`src/rtl/rst_sequencer.sv`:
```
// Reset sequencer: after a hold period and clock lock, releases p_STAGES active-low
// resets in index order, waiting for each stage's ack (or a timeout) before the next.
module rst_sequencer #(
    parameter int p_STAGES  = 4,
    parameter int p_HOLD    = 16,
    parameter int p_GAP     = 4,
    parameter int p_ACK_TMO = 255,
    parameter int p_CNT_W   = 8
) (
    input  logic                i_clk,
    input  logic                i_rst_n,
    input  logic                i_locked,
    input  logic                i_sw_rst,
    input  logic [p_STAGES-1:0] iv_ack,
    output logic [p_STAGES-1:0] ov_rst_n,
    output logic                o_ready,
    output logic                o_tmo,
    output logic [2:0]          ov_stage
);

    localparam logic [2:0] S_HOLD      = 3'd0;
    localparam logic [2:0] S_WAIT_LOCK = 3'd1;
    localparam logic [2:0] S_RELEASE   = 3'd2;
    localparam logic [2:0] S_WAIT_ACK  = 3'd3;
    localparam logic [2:0] S_GAP       = 3'd4;
    localparam logic [2:0] S_READY     = 3'd5;

    localparam logic [p_CNT_W-1:0] HOLD_LAST = p_CNT_W'(p_HOLD - 1);
    localparam logic [p_CNT_W-1:0] GAP_LAST  = p_CNT_W'(p_GAP - 1);
    localparam logic [p_CNT_W-1:0] TMO_LAST  = p_CNT_W'(p_ACK_TMO - 1);
    localparam logic [2:0]         LAST_STG  = 3'(p_STAGES - 1);

    logic [2:0]          state;
    logic [p_CNT_W-1:0]  cnt;
    logic [p_STAGES-1:0] stage_sel;
    logic                ack_cur;
    logic                is_last;
    logic                abort;

    // One-hot decode of the current stage; avoids indexing with a wider-than-needed index.
    always_comb begin
        stage_sel = '0;
        for (int k = 0; k < p_STAGES; k++)
            stage_sel[k] = (ov_stage == 3'(k));
    end

    assign ack_cur = |(iv_ack & stage_sel);
    assign is_last = (ov_stage == LAST_STG);

    // WAIT_LOCK is the state that waits out a missing lock, so only sw_rst aborts it.
    assign abort = (state != S_HOLD) &&
                   (i_sw_rst || (!i_locked && state != S_WAIT_LOCK));

    // NOTE: every register here is updated with <= so all reads see the pre-edge values.
    always_ff @(posedge i_clk) begin
        if (!i_rst_n) begin
            state    <= S_HOLD;
            cnt      <= '0;
            ov_rst_n <= '0;
            o_ready  <= 1'b0;
            o_tmo    <= 1'b0;
            ov_stage <= '0;
        end else if (abort) begin
            state    <= S_HOLD;
            cnt      <= '0;
            ov_rst_n <= '0;
            o_ready  <= 1'b0;
            ov_stage <= '0;
        end else begin
            case (state)
                S_HOLD: begin
                    if (i_sw_rst) begin
                        cnt <= '0;
                    end else if (cnt == HOLD_LAST) begin
                        cnt   <= '0;
                        state <= S_WAIT_LOCK;
                    end else begin
                        cnt <= cnt + 1'b1;
                    end
                end
                S_WAIT_LOCK: begin
                    if (i_locked) begin
                        ov_stage <= '0;
                        state    <= S_RELEASE;
                    end
                end
                S_RELEASE: begin
                    ov_rst_n <= ov_rst_n | stage_sel;
                    cnt      <= '0;
                    state    <= S_WAIT_ACK;
                end
                S_WAIT_ACK: begin
                    if (ack_cur || cnt == TMO_LAST) begin
                        // A timed-out stage stays released; ack wins a tie with the timeout.
                        if (!ack_cur)
                            o_tmo <= 1'b1;
                        if (is_last) begin
                            o_ready <= 1'b1;
                            state   <= S_READY;
                        end else begin
                            cnt   <= '0;
                            state <= S_GAP;
                        end
                    end else begin
                        cnt <= cnt + 1'b1;
                    end
                end
                S_GAP: begin
                    if (cnt == GAP_LAST) begin
                        cnt      <= '0;
                        ov_stage <= ov_stage + 3'd1;
                        state    <= S_RELEASE;
                    end else begin
                        cnt <= cnt + 1'b1;
                    end
                end
                S_READY: begin
                    o_ready  <= 1'b1;
                    ov_rst_n <= '1;
                end
                default: begin
                    state    <= S_HOLD;
                    cnt      <= '0;
                    ov_rst_n <= '0;
                    o_ready  <= 1'b0;
                    ov_stage <= '0;
                end
            endcase
        end
    end

endmodule

```
`config.mk`:
```
export PLATFORM = sky130hd
export DESIGN_NAME = rst_sequencer
export DESIGN_NICKNAME = d
export VERILOG_FILES = /design/src/rtl/rst_sequencer.sv
export SDC_FILE = /design/constraint.sdc
export NUM_CORES = 1
export LEC_CHECK = 0
export ABC_AREA = 0
export BUFFER_PORTS_ARGS = -buffer_cell sky130_fd_sc_hd__buf_4
export CAP_MARGIN = 20
export CORE_MARGIN = 4
export CORE_UTILIZATION = 55
export DETAILED_ROUTE_END_ITERATION = 8
export HOLD_SLACK_MARGIN = 0.1
export PLACE_DENSITY = 0.77
export SYNTH_ARGS = -nofsm -noshare
export SYNTH_HDL_FRONTEND = slang
export SYNTH_SLANG_ARGS = --single-unit
```
`constraint.sdc`:
```
create_clock -name i_clk -period 3 [get_ports i_clk]
set_input_delay 0.3 -clock i_clk [delete_from_list [all_inputs] [get_ports i_clk]]
set_output_delay 0.3 -clock i_clk [all_outputs]
set_load 0.03 [all_outputs]
```
==> impl_results.md <==
* Status: completed
* Largest net degree at the start of global routing at 17
* Worst Skew at 2.36 ps
* End of the worst hold path: o_tmo
* Clock root buffer: clkbuf_4
* Mapped Area at 0.00121 mm²
* Yosys reg bits at 20
* Post-synth EDFFs at 0
* Final Cycle Share at 0.837
* Final min period at 2510 ps
* Area Growth Syn to Fin at 13.0%
* Height of the die at 55 µm
* CTS tree: built
* CORE AREA at 0.00202 mm²
* Vias in the first global route at 1109
* Die footprint at 0.00303 mm²
* Total Routing Usage GR at 0.220
* DR iter-0 viols at 26
* WL/cell at 15.8 µm
* Leak at 0.516 nW
* FF-to-FF End: cnt[1]
* Maxcap violations at 0
* Final Net Count at 175
* Hold Crit Depth at 3
* Startpoint types: register
* Syn nets at 159
* Most used routing layer: met2
* Worst Tran Pin Value at 788 ps
* Reg area at 400 µm²
* N_diodes at 0
* Vias per cell at 6.39
* Unique cell type count in the Yosys netlist at 46
* Peak supply drop at 333 µV
* Post-DRT Antenna Nets at 0
* Die width at 55 µm
* Grt met1 use at 0.295
* Yosys top cell by area: dfxtp_1
* H-tree Lvls at 1
* Max Fclk at 0.398 GHz
* Worst-Skew Late Latency at 300 ps
* Initial antenna violation count at 0
* Drt drc at 0
* Worst-path clk slew at 110 ps
* Grt ovf at 0
* Share of cells above drive strength 1 at 0.158
* IO Pins at 17
* Top_reg_cell synth: dfxtp_1
* TNS Setup at 0 ps
* Post-cts hold buffer count at 0
* Number of buffers created by CTS at 3
* Flop2flop setup slack at 490 ps
* # setup viols final at 0
* WP data arrival at 2730 ps
* Finished Layout Cells at 185
* Row cnt at 16
* Global-route wire length before repair at 4880 µm
* Grt met2 use at 0.344
* Most frequent cells in the layout: dfxtp_1, nor2_1, buf_4
* Final hold violation count at 0
* Most common cell after layout, fill and taps aside: dfxtp_1
* Fillers at 175
* Postcts setup bufs at 0
* Setup Crit Path Kind: reg2reg
* RR Startpoint: state[2]
* Max-slew violations at 0
* Routed vias at 1182
* Post-Syn Instances at 144
* Placed cell count at 182
* Worst Hold Slack at 212 ps
* Top cell type's share of synthesized area at 0.330
* Crit-path max FO at 15
* Synth area leaders: dfxtp_1, ha_1, nor2_1, a21oi_1, nand2_1
* R2R depth at 5
* HPWL after DPL at 2190 µm
* Worst path required time at 3220 ps
* Area of the multi-input gates at 758 µm²
* Met3 usage at 0.0483
* Post-synthesis sequential area ratio at 0.330
* RSZ-0062 raised after global routing: false
* Placed Instance Area at 0.00135 mm²
* CTS sink cnt at 20
* First drt pass iteration count at 5
* Headroom to the max-slew limit at 0.471
* Avg Cell Area, Syn at 8.44 µm²
* Min-Delay Path Class: in2reg
* Worst min-delay path startpoint: i_rst_n
* Setup crit end kind: register
* Detailed Route WL at 2920 µm
* Yosys Warn Count at 0
* Initial Utilization at 0.601
* Gpl congestion at 0.929
* CTS Buffer Depth at 2
* Async SR Flop Fraction at 0
* PD cells at 564 mW/mm²
* Finished Cell Area at 0.00137 mm²
* Resize count post-CTS at 0
* Buffers on Ports at 16
[area by class of cell]
| type | instances | share of cell area |
|---|---|---|
| Inverter | 10 | 0.0273 |
| Sequential cell | 20 | 0.292 |
| Multi-Input combinational cell | 109 | 0.552 |
| Tap cell | 27 | 0.0246 |
| Timing Repair Buffer | 16 | 0.0875 |
| Clock buffer | 3 | 0.0164 |
[layer usage]
layer	wire length [µm]	vias to the layer above
met1	1340	555
met5	0	-
met3	237	7
met4	36	0
met2	1300	56
li1	-	564
[cell families after synthesis]
kind of cell | share of synthesized area
AO/OA/AOI/OAI | 0.302
AND/OR/NAND/NOR | 0.206
flip-flops | 0.330
buffers and inverters | 0.0463
adder cells (fa/ha/maj) | 0.0721
XOR/XNOR | 0.0360
multiplexers | 0.00824
[worst max path at each step]
| stage | startpoint | to | cells past startpoint |
|---|---|---|---|
| finish | state[2] | cnt[1] | 5 |
| CTS | state[2] | cnt[1] | 5 |
| global placement | state[2] | cnt[1] | 5 |
| floorplan | ov_stage[0] | cnt[3] | 8 |
| detailed placement | state[2] | cnt[1] | 5 |
| global route | state[2] | cnt[1] | 5 |
[power by group]
part / switching [mW] / leakage, nW / total, mW / internal [mW]
combinational: 0.171 / 0.341 / 0.291 / 0.120
clock: 0.0813 / 0.0138 / 0.128 / 0.0469
sequential: 0.0612 / 0.161 / 0.356 / 0.294
[state kept, by name, summed over array words and instances, names as in the netlist]
name,cells
cnt,8
state,3
ov_stage,3
o_ready,1
ov_rst_n,4
o_tmo,1
[cells in the mapped netlist, types with 2 or more instances]
library cell,number
a2111oi_0,2
a211oi_1,4
a21oi_1,9
a221oi_1,4
a31oi_1,2
clkbuf_1,5
dfxtp_1,20
ha_1,7
inv_1,10
nand2_1,12
nand3_1,2
nand3b_1,2
nand4_1,2
nor2_1,17
nor2b_1,2
o211ai_1,4
o21ai_0,3
o21ai_1,2
o21bai_1,2
o22a_1,2
o31ai_1,2
xnor2_1,5
[worst max-delay path: stages (launching register included)]
cell and delay, ps:
dfxtp_1 640, nor3b_1 700, o41ai_4 330, o211ai_1 250, o21ai_1 240, a211oi_1 260
[through the flow]
| stage | util | setup slack [ps] | total power, mW |
|---|---|---|---|
| after global routing | 0.679 | 345 | 0.824 |
| after CTS | 0.679 | 565 | 0.770 |
| final | 0.679 | 488 | 0.775 |
| after global placement | 0.668 | 619 | 0.636 |
| after floorplan | - | 787 | 0.570 |
| after detailed placement | 0.668 | 571 | 0.645 |
No activity file was read; power rests on OpenSTA's default activity.
